**config.mk**
```make
export PLATFORM = sky130hd
export DESIGN_NAME = lsu_dm_ctrl
export DESIGN_NICKNAME = d
export VERILOG_FILES = /design/src/rtl/lsu_pkg.sv /design/src/rtl/load_extend.sv /design/src/rtl/lsu_dm_ctrl.sv
export SDC_FILE = /design/constraint.sdc
export NUM_CORES = 1
export LEC_CHECK = 0
export BUFFER_PORTS_ARGS = -buffer_cell sky130_fd_sc_hd__buf_2
export CORE_AREA = 2 2 105 107
export DETAILED_ROUTE_END_ITERATION = 10
export DIE_AREA = 0 0 107 109
export GPL_ROUTABILITY_DRIVEN = 0
export PLACE_DENSITY_LB_ADDON = 0.1
export SLEW_MARGIN = 25
export SYNTH_ARGS = -nofsm -noshare
export SYNTH_HDL_FRONTEND = slang
export SYNTH_SLANG_ARGS = --single-unit
export TNS_END_PERCENT = 5
```
**constraint.sdc**
```tcl
create_clock -name clk -period 1.7 [get_ports clk]
set_input_delay 0.34 -clock clk [delete_from_list [all_inputs] [get_ports clk]]
set_output_delay 0.34 -clock clk [all_outputs]
set_load 0.01 [all_outputs]
```
**src/rtl/lsu_pkg.sv**
```systemverilog
`default_nettype none
// ============================================================================
// Module  : lsu_pkg
// Purpose : Shared definitions for the load/store unit: RV32I load/store
//           funct3 encodings, byte-enable patterns and the controller's
//           state encoding.
// Ports   : none (package)
// Revision: 1.0  initial release
// ============================================================================
package lsu_pkg;

  // RV32I load/store size encodings
  localparam logic [2:0] F3_B  = 3'b000;
  localparam logic [2:0] F3_H  = 3'b001;
  localparam logic [2:0] F3_W  = 3'b010;
  localparam logic [2:0] F3_BU = 3'b100;
  localparam logic [2:0] F3_HU = 3'b101;

  // Byte write-enable patterns for right-aligned store data
  localparam logic [3:0] BE_B = 4'b0001;
  localparam logic [3:0] BE_H = 4'b0011;
  localparam logic [3:0] BE_W = 4'b1111;

  typedef enum logic [1:0] {
    IDLE   = 2'd0,
    ACCESS = 2'd1,
    RESP   = 2'd2
  } lsu_state_e;

  // Byte enables for a legal store size; 0 for anything else.
  function automatic logic [3:0] store_be(input logic [2:0] funct3);
    logic [3:0] be;
    case (funct3)
      F3_B:    be = BE_B;
      F3_H:    be = BE_H;
      F3_W:    be = BE_W;
      default: be = 4'b0000;
    endcase
    return be;
  endfunction

endpackage
`default_nettype wire

```
**src/rtl/load_extend.sv**
```systemverilog
`default_nettype none
// ============================================================================
// Module  : load_extend
// Purpose : Combinational load-result formatter. Takes the raw little-endian
//           word read at the access address and sign- or zero-extends the
//           low byte/half according to the RV32I load funct3.
// Ports   : funct3 [2:0]  load size/sign selector
//           raw    [31:0] raw memory data, byte 0 at bits [7:0]
//           result [31:0] extended load value
// Revision: 1.0  initial release
// ============================================================================
module load_extend
  import lsu_pkg::*;
(
  input  logic [2:0]  funct3,
  input  logic [31:0] raw,
  output logic [31:0] result
);

  always_comb begin
    result = raw;
    case (funct3)
      F3_B:    result = {{24{raw[7]}}, raw[7:0]};
      F3_H:    result = {{16{raw[15]}}, raw[15:0]};
      F3_W:    result = raw;
      F3_BU:   result = {24'h000000, raw[7:0]};
      F3_HU:   result = {16'h0000, raw[15:0]};
      default: result = raw;
    endcase
  end

endmodule
`default_nettype wire

```
**src/rtl/lsu_dm_ctrl.sv**
```systemverilog
`default_nettype none
// ============================================================================
// Module  : lsu_dm_ctrl
// Purpose : Load/store controller between the EX/MEM stage and a
//           byte-addressed data memory. One request in flight; drives
//           registered memory controls for exactly one ACCESS cycle and
//           returns extended load data (or an error) on a response channel.
// Ports   : clk, rst_n                  clock, async active-low reset
//           req_valid/req_ready         request handshake (ready only in IDLE)
//           req_we, req_funct3          store flag and access size
//           req_addr, req_wdata         byte address, right-aligned store data
//           resp_valid/resp_ready       response handshake
//           resp_rdata, resp_err        extended load data, fault flag
//           dm_w_en, dm_address,        registered memory write enables,
//           dm_write_data               address and write data
//           dm_read_data                combinational memory read data
// Revision: 1.0  initial release
// ============================================================================
module lsu_dm_ctrl
  import lsu_pkg::*;
#(
  parameter int ADDR_W = 16,
  parameter int XLEN   = 32
) (
  input  logic              clk,
  input  logic              rst_n,
  input  logic              req_valid,
  output logic              req_ready,
  input  logic              req_we,
  input  logic [2:0]        req_funct3,
  input  logic [XLEN-1:0]   req_addr,
  input  logic [XLEN-1:0]   req_wdata,
  output logic              resp_valid,
  input  logic              resp_ready,
  output logic [XLEN-1:0]   resp_rdata,
  output logic              resp_err,
  output logic [3:0]        dm_w_en,
  output logic [ADDR_W-1:0] dm_address,
  output logic [XLEN-1:0]   dm_write_data,
  input  logic [XLEN-1:0]   dm_read_data
);

  lsu_state_e        state_q, state_d;
  logic              we_q, we_d;
  logic [2:0]        funct3_q, funct3_d;
  logic [3:0]        dm_w_en_q, dm_w_en_d;
  logic [ADDR_W-1:0] dm_address_q, dm_address_d;
  logic [XLEN-1:0]   dm_write_data_q, dm_write_data_d;
  logic              resp_valid_q, resp_valid_d;
  logic              resp_err_q, resp_err_d;
  logic [XLEN-1:0]   resp_rdata_q, resp_rdata_d;

  logic [XLEN-1:0]   load_ext;
  logic              addr_oob;
  logic              size_bad;
  logic              req_illegal;

  load_extend u_load_extend (
    .funct3 (funct3_q),
    .raw    (dm_read_data),
    .result (load_ext)
  );

  // Any address bit above the memory window is a fault; wrap within the
  // window (e.g. a word at the last byte) is allowed.
  assign addr_oob = |req_addr[XLEN-1:ADDR_W];

  always_comb begin
    size_bad = 1'b0;
    if (req_we) begin
      size_bad = (store_be(req_funct3) == 4'b0000);
    end else begin
      size_bad = (req_funct3 == 3'b011) || (req_funct3 == 3'b110) ||
                 (req_funct3 == 3'b111);
    end
  end

  assign req_illegal = addr_oob || size_bad;

  // Qualified by rst_n so ready is low for the whole reset assertion.
  assign req_ready = (state_q == IDLE) && rst_n;

  always_comb begin
    state_d         = state_q;
    we_d            = we_q;
    funct3_d        = funct3_q;
    dm_w_en_d       = 4'b0000;
    dm_address_d    = dm_address_q;
    dm_write_data_d = dm_write_data_q;
    resp_valid_d    = resp_valid_q;
    resp_err_d      = resp_err_q;
    resp_rdata_d    = resp_rdata_q;

    case (state_q)
      IDLE: begin
        if (req_valid) begin
          if (req_illegal) begin
            // Fault: skip the memory entirely, respond next cycle.
            resp_valid_d = 1'b1;
            resp_err_d   = 1'b1;
            resp_rdata_d = '0;
            state_d      = RESP;
          end else begin
            we_d            = req_we;
            funct3_d        = req_funct3;
            dm_address_d    = req_addr[ADDR_W-1:0];
            dm_write_data_d = req_wdata;
            dm_w_en_d       = req_we ? store_be(req_funct3) : 4'b0000;
            state_d         = ACCESS;
          end
        end
      end

      ACCESS: begin
        // Store commits on this edge; load data is captured on it.
        resp_rdata_d = we_q ? '0 : load_ext;
        resp_valid_d = 1'b1;
        resp_err_d   = 1'b0;
        state_d      = RESP;
      end

      RESP: begin
        if (resp_ready) begin
          resp_valid_d = 1'b0;
          resp_err_d   = 1'b0;
          state_d      = IDLE;
        end
      end

      default: begin
        state_d = IDLE;
      end
    endcase
  end

  always_ff @(posedge clk or negedge rst_n) begin
    if (!rst_n) begin
      state_q         <= IDLE;
      we_q            <= 1'b0;
      funct3_q        <= 3'b000;
      dm_w_en_q       <= 4'b0000;
      dm_address_q    <= '0;
      dm_write_data_q <= '0;
      resp_valid_q    <= 1'b0;
      resp_err_q      <= 1'b0;
      resp_rdata_q    <= '0;
    end else begin
      state_q         <= state_d;
      we_q            <= we_d;
      funct3_q        <= funct3_d;
      dm_w_en_q       <= dm_w_en_d;
      dm_address_q    <= dm_address_d;
      dm_write_data_q <= dm_write_data_d;
      resp_valid_q    <= resp_valid_d;
      resp_err_q      <= resp_err_d;
      resp_rdata_q    <= resp_rdata_d;
    end
  end

  assign dm_w_en       = dm_w_en_q;
  assign dm_address    = dm_address_q;
  assign dm_write_data = dm_write_data_q;
  assign resp_valid    = resp_valid_q;
  assign resp_err      = resp_err_q;
  assign resp_rdata    = resp_rdata_q;

endmodule
`default_nettype wire

```
==> results of run 1 <==
cells in the mapped netlist:
| cell type | count | area [sq um] |
|---|---|---|
| sky130_fd_sc_hd__dfrtp_1 | 91 | 2280 |
| sky130_fd_sc_hd__mux2_4 | 49 | 736 |
| sky130_fd_sc_hd__a32o_1 | 24 | 240 |
| sky130_fd_sc_hd__inv_1 | 22 | 82.6 |
| sky130_fd_sc_hd__a21oi_1 | 17 | 85.1 |
| sky130_fd_sc_hd__nand2_1 | 13 | 48.8 |
| sky130_fd_sc_hd__nand3_1 | 10 | 50.1 |
| sky130_fd_sc_hd__o21ai_0 | 10 | 50.1 |
| sky130_fd_sc_hd__clkbuf_1 | 9 | 33.8 |
| sky130_fd_sc_hd__buf_2 | 8 | 40.0 |
| sky130_fd_sc_hd__o2bb2ai_1 | 8 | 70.1 |
| sky130_fd_sc_hd__nor4_1 | 7 | 43.8 |
| sky130_fd_sc_hd__buf_6 | 5 | 56.3 |
| sky130_fd_sc_hd__mux2_2 | 5 | 56.3 |
| sky130_fd_sc_hd__and2_1 | 4 | 25.0 |
| sky130_fd_sc_hd__ha_1 | 4 | 50.1 |
| sky130_fd_sc_hd__mux2i_1 | 3 | 30.0 |
| sky130_fd_sc_hd__nor2_1 | 3 | 11.3 |
| sky130_fd_sc_hd__and4_1 | 2 | 17.5 |
| sky130_fd_sc_hd__a311oi_1 | 1 | 8.76 |
| sky130_fd_sc_hd__and3_1 | 1 | 6.26 |
| sky130_fd_sc_hd__buf_4 | 1 | 7.51 |
| sky130_fd_sc_hd__nand4_4 | 1 | 21.3 |
| sky130_fd_sc_hd__nor2b_1 | 1 | 6.26 |
| sky130_fd_sc_hd__o211a_1 | 1 | 10.0 |
| sky130_fd_sc_hd__o21a_1 | 1 | 7.51 |
| sky130_fd_sc_hd__o22ai_1 | 1 | 6.26 |
| sky130_fd_sc_hd__o31a_1 | 1 | 8.76 |
| sky130_fd_sc_hd__o31ai_2 | 1 | 12.5 |
| sky130_fd_sc_hd__or4b_1 | 1 | 10.0 |
metal layers:
layer | up-vias | wire length, microns | share of wire, % | track usage [%]
met1 | 1585 | 4420 | 43 | 23.4
met4 | 0 | 112 | 1.1 | 6.12
met2 | 110 | 5050 | 49 | 28.2
met5 | - | 0 | 0 | 0
li1 | 1527 | - | - | -
met3 | 8 | 662 | 6.5 | 4.12
through the flow:
step	instances	power, mW	TNS (ps)	worst slack, ps
after floorplan	305	2.68	-1140	-47.9
after global placement	642	3.18	-9070	-135
after detailed placement	642	3.19	-10940	-172
after CTS	659	4.78	0	5.35
after global routing	663	5.16	-2560	-96.9
final	663	4.88	-142	-19.4
registers in the layout, summed over array words and instances, names as in the netlist:
register,cells
funct3_q,3
resp_err,1
we_q,1
dm_write_data,32
dm_w_en,3
resp_valid,1
state_q,2
dm_address,16
resp_rdata,32
critical path, stage by stage, from the launching register on:
cell and delay, ps:
sky130_fd_sc_hd__dfrtp_1 400, sky130_fd_sc_hd__inv_2 100, sky130_fd_sc_hd__ha_4 150, sky130_fd_sc_hd__buf_6 120
sky130_fd_sc_hd__buf_6 110, sky130_fd_sc_hd__nand3_4 70, sky130_fd_sc_hd__o31ai_4 280, sky130_fd_sc_hd__buf_12 170
sky130_fd_sc_hd__clkbuf_16 150, sky130_fd_sc_hd__a32o_1 120
worst max-delay path by stage:
stage / end / slack (ps) / cells past startpoint
floorplan: resp_rdata[15] / -50 / 7
global placement: dm_write_data[18] / -140 / 6
detailed placement: dm_address[11] / -170 / 6
CTS: req_ready / 5 / 5
global route: resp_rdata[25] / -100 / 9
finish: resp_rdata[25] / -20 / 9
repair_timing:
item | 4_1_cts | 5_1_grt
cloned | 0 | 3
pin swaps | 2 | 4
buffers inserted | 2 | 1
gates resized for setup | 7 | 9
setup endpoints to repair | 67 | 63
area by class of cell:
type                       instances  area, sq um
clock buffer                      11          141
timing repair buffer             225         1370
clock inverter                     5         60.1
tap                              140          175
inverter                          22         82.6
sequential                        91         2280
fill                             960         4820
multi-input combinational        169         1680
logic make-up (layout without fill, tap and decap cells):
| family | count (synthesis) | count (layout) | share of synthesized area (%) |
|---|---|---|---|
| AND/OR/NAND/NOR | 43 | 43 | 5.85 |
| buffers and inverters | 45 | 263 | 5.36 |
| adder cells (fa/ha/maj) | 4 | 4 | 1.22 |
| AO/OA/AOI/OAI | 65 | 65 | 12.2 |
| flip-flops | 91 | 91 | 55.4 |
| multiplexers | 57 | 57 | 20.0 |
power groups by stage:
stage	registers [mW]	logic (mW)	clock network, mW
4_1_cts	2.22	0.999	1.56
3_5_place_dp	2.26	0.932	0
3_3_place_gp	2.26	0.925	0
5_1_grt	2.22	1.25	1.68
6_report	2.22	1.15	1.51
2_1_floorplan	2.28	0.409	0
==> run metrics, run 1 <==
Avg WL per Cell=roughly 15 microns; clock tree buffer depth=2; # DRC=0; share of total power in sequential cells=45.5%; switching power=1.32 mW; root cell of the clock tree=sky130_fd_sc_hd__clkbuf_8; Crit Path Category=reg -> reg; number of antenna violations at the first check in global routing=0; final design area excluding fillers=0.00578 sq mm; source of the critical timing path=state_q[1]; largest voltage drop on the vdd net=roughly 0.42 mV; startpoint type of the worst setup path=flop; RSZ-0062 raised after global routing=true; cell row count=38; mean instance size in the synthesized netlist=13.5 sq um; via count of the first global-routing pass=approximately 3300; most common cell after layout, fill and taps aside=sky130_fd_sc_hd__buf_2; Period Utilization, post-route=101%; crit path max fanout=6; smallest hold slack=17.4 ps; H-tree depth reported by CTS=3; switching share of power=27.1%; reported max-cap violation count=0; Antenna Violating Nets Remaining=0; die boundary width=around 110 microns; commonest cells after routing, fill and taps aside=sky130_fd_sc_hd__buf_2 (189), sky130_fd_sc_hd__dfrtp_1 (91), sky130_fd_sc_hd__mux2_4 (50); post-DR vias/cell=4.87; startpoint of the worst-slack reg-to-reg timing path=state_q[1]; clock-pin transition on the worst setup and hold timing paths=90 ps; setup violation total in the final timing report=14; status=complete, but fails checks; Tightest Pin Transition=536 ps; Internal Dissipation=approximately 3.6 mW; clk sinks=91; first-pass GRT wire length=16000 microns; data arrival time of the worst path=2020 ps; violated checks=negative setup slack; fraction of layout instances using a drive strength above 1=58.7%; number of cell instances on the worst register-to-register path=9; Crit path required time=2000 ps; Die ar.=around 0.012 sq mm; type of destination of the critical path=flop; #FFs+latches synth=91; Congestion Overflow GR=0; skew final=4.33 ps; CTS tree=built; half-perimeter wire length of the detailed placement result=7130 microns; endpoint of the worst-slack reg-to-reg timing path=resp_rdata[25]; Achievable Freq=582 MHz; Skew-Pair Late Insertion Delay=roughly 350 ps; netlist area before placement=0.00411 sq mm; I/O pin count=between 150 and 200; Antenna Cells=0; synthesis-to-layout area growth=40.8%; count of distinct cell types in the synthesized netlist=30; Final Core Density=54.6%; Iteration-0 DRC Markers=between 100 and 150; overall global routing resource usage=~18%; post-synthesis cell count=between 300 and 400; Nets=around 630; hold buffer count at CTS=0; core region area=0.0106 sq mm; initial core utilization=between 30% and 40%; maximum number of pins on one net before global-route repair=92; final critical delay including setup and external delays=about 1700 ps; DR vias=between 3000 and 4000; leakage power summed over all cells=3.38 nW; standard cell area after detailed placement=0.00543 sq mm; share of total power in the clock network=30.9%; number of pins with negative max-slew slack in the final report=0; number of buffer cells added on primary ports=190; die span in y=approximately 110 microns; total iterations of the first detailed-routing run=4; endpoints failing hold=0; net count after synthesis=413; clock buffer count from CTS=9; worst hold path type=in -> async; power density over the cells=roughly 840 mW/mm^2; worst slew margin relative to its limit=63.9%; final worst setup slack=-19.4 ps; combinational group share of total power=23.6%; yosys warns=0; Total Routed Length=10200 microns; minimum setup slack among reg-to-reg paths=-20 ps; part of the Yosys area used for sequential elements=55.4%
(Power assumes the default switching activity.)
==> run 2, diff against run 1 <==
--- a/config.mk
+++ b/config.mk
@@ -10,6 +10,7 @@
 export DETAILED_ROUTE_END_ITERATION = 10
 export DIE_AREA = 0 0 107 109
 export GPL_ROUTABILITY_DRIVEN = 0
+export MAX_ROUTING_LAYER = met4
 export PLACE_DENSITY_LB_ADDON = 0.1
 export SLEW_MARGIN = 25
 export SYNTH_ARGS = -nofsm -noshare
==> run metrics, run 2 (synthesized netlist as in run 1, its figures left out) <==
minimum setup slack among reg-to-reg paths=-10 ps; type of destination of the critical path=flop; clk sinks=about 90; final worst setup slack=-14.3 ps; data arrival time of the worst path=2010 ps; synthesis-to-layout area growth=40.8%; H-tree depth reported by CTS=3; cell row count=38; Nets=626; reported max-cap violation count=0; fraction of layout instances using a drive strength above 1=approximately three fifths; leakage power summed over all cells=3.38 nW; via count of the first global-routing pass=around 3300; Worst Path Buf+Inv=5; Largest stage delay, worst path=400 ps; standard cell area after detailed placement=roughly 0.0054 sq mm; clock-pin transition on the worst setup and hold timing paths=90 ps; Total Routed Length=10200 microns; Die ar.=0.0117 sq mm; # DRC=0; placed instance count=around 640; die span in y=109 microns; crit-path leading delay family=buffers and inverters; endpoints failing hold=0; number of buffer cells added on primary ports=190; core region area=0.0106 sq mm; RSZ-0062 raised after global routing=true; final design area excluding fillers=0.00578 sq mm; Congestion Overflow GR=0; initial core utilization=38.8%; Crit Path Category=reg -> reg; Tightest Pin Transition=536 ps; Period Utilization, post-route=101%; largest voltage drop on the vdd net=0.423 mV; Antenna Violating Nets Remaining=0; half-perimeter wire length of the detailed placement result=7130 microns; overall global routing resource usage=between 10% and 20%; clock tree buffer depth=2; crit path max fanout=6; DR vias=3215; setup violation total in the final timing report=12; worst hold path type=in -> async; cell breakdown of the critical path=inv_2, ha_4, buf_6, buf_6, nand3_4, o31ai_4, buf_12, clkbuf_16, a32o_1; clock buffer count from CTS=9; worst-path cell with the longest stage delay=sky130_fd_sc_hd__dfrtp_1; I/O pin count=191; Antenna Cells=0; post-DR vias/cell=approximately 4.8; first-pass GRT wire length=approximately 16000 microns; number of pins with negative max-slew slack in the final report=0; filler-free cell count of the finished design=663; die boundary width=107 microns; power density over the cells=844 mW/mm^2; status=complete, but fails checks; Final Core Density=54.6%; Most Frequent Cell on Critical Path=sky130_fd_sc_hd__buf_6; hold buffer count at CTS=0; Iteration-0 DRC Markers=174; root cell of the clock tree=sky130_fd_sc_hd__clkbuf_8; total iterations of the first detailed-routing run=4; Skew-Pair Late Insertion Delay=350 ps; number of antenna violations at the first check in global routing=0; commonest cells after routing, fill and taps aside=sky130_fd_sc_hd__buf_2 (189), sky130_fd_sc_hd__dfrtp_1 (91), sky130_fd_sc_hd__mux2_4 (50); CTS tree=built; skew final=3.97 ps; worst slew margin relative to its limit=63.9%; startpoint type of the worst setup path=flop; fillcell total=960; Avg WL per Cell=15.4 microns; maximum number of pins on one net before global-route repair=92; most common cell after layout, fill and taps aside=sky130_fd_sc_hd__buf_2; violated checks=negative setup slack; final critical delay including setup and external delays=between 1500 and 2000 ps; Crit path required time=2000 ps; Achievable Freq=583 MHz
run 2: cell counts in the layout (fill, tap and decap cells not counted):
No cell type changed its count.
run 2: final cells by class:
type                            count  area (sq um)  share of cell area, %
Clock buffer                       11           141                   2.44
Clock inverter                      5          60.1                   1.04
Inverter                           22          82.6                   1.43
Multi-Input combinational cell    169          1680                   29.1
Sequential cell                    91          2280                   39.4
Tap cell                          140           175                   3.03
Timing Repair Buffer              225          1370                   23.6
run 2: path summary, 6_finish.rpt:
kind / from / end / cells past startpoint
min in group clk: req_wdata[16] / dm_write_data[16] / 2
min reg2reg: resp_rdata[9] / resp_rdata[9] / 1
max: state_q[1] / resp_rdata[25] / 9
min: rst_n / resp_rdata[1] / 2
max reg2reg: state_q[1] / resp_rdata[25] / 9
max in group asynchronous: rst_n / dm_write_data[2] / 2
run 2: per-stage QoR:
stage                     power [mW]  setup TNS, ps  hold slack, ps  setup slack (ps)
after CTS                       4.78              0            59.6              5.35
after floorplan                 2.68          -1140            44.4             -47.9
final                           4.88          -82.5            25.9             -14.3
after global routing            5.16          -2550            62.0             -95.7
after detailed placement        3.19         -10940             453              -172
after global placement          3.18          -9070             456              -135
run 2: routing by layer:
| layer | vias to the layer above | track usage [%] | share of wire (%) |
|---|---|---|---|
| met3 | 8 | 3.65 | 6.2 |
| met2 | 113 | 28.1 | 49 |
| met5 | - | - | 0 |
| li1 | 1527 | - | - |
| met4 | 0 | 6.12 | 1.0 |
| met1 | 1567 | 23.7 | 43 |
run 2: report_power, final:
group	switching [mW]	internal [mW]
Sequential	0.0198	2.20
Combinational	0.523	0.626
Clock	0.781	0.730
Total	1.32	3.56
run 2: timing repair:
item / in CTS / in global routing
buffers inserted: 2 / 1
cloned: 0 / 3
hold endpoints to repair: 0 / 0
resized for setup: 7 / 9
setup endpoints to repair: 67 / 63
pin swaps: 2 / 4
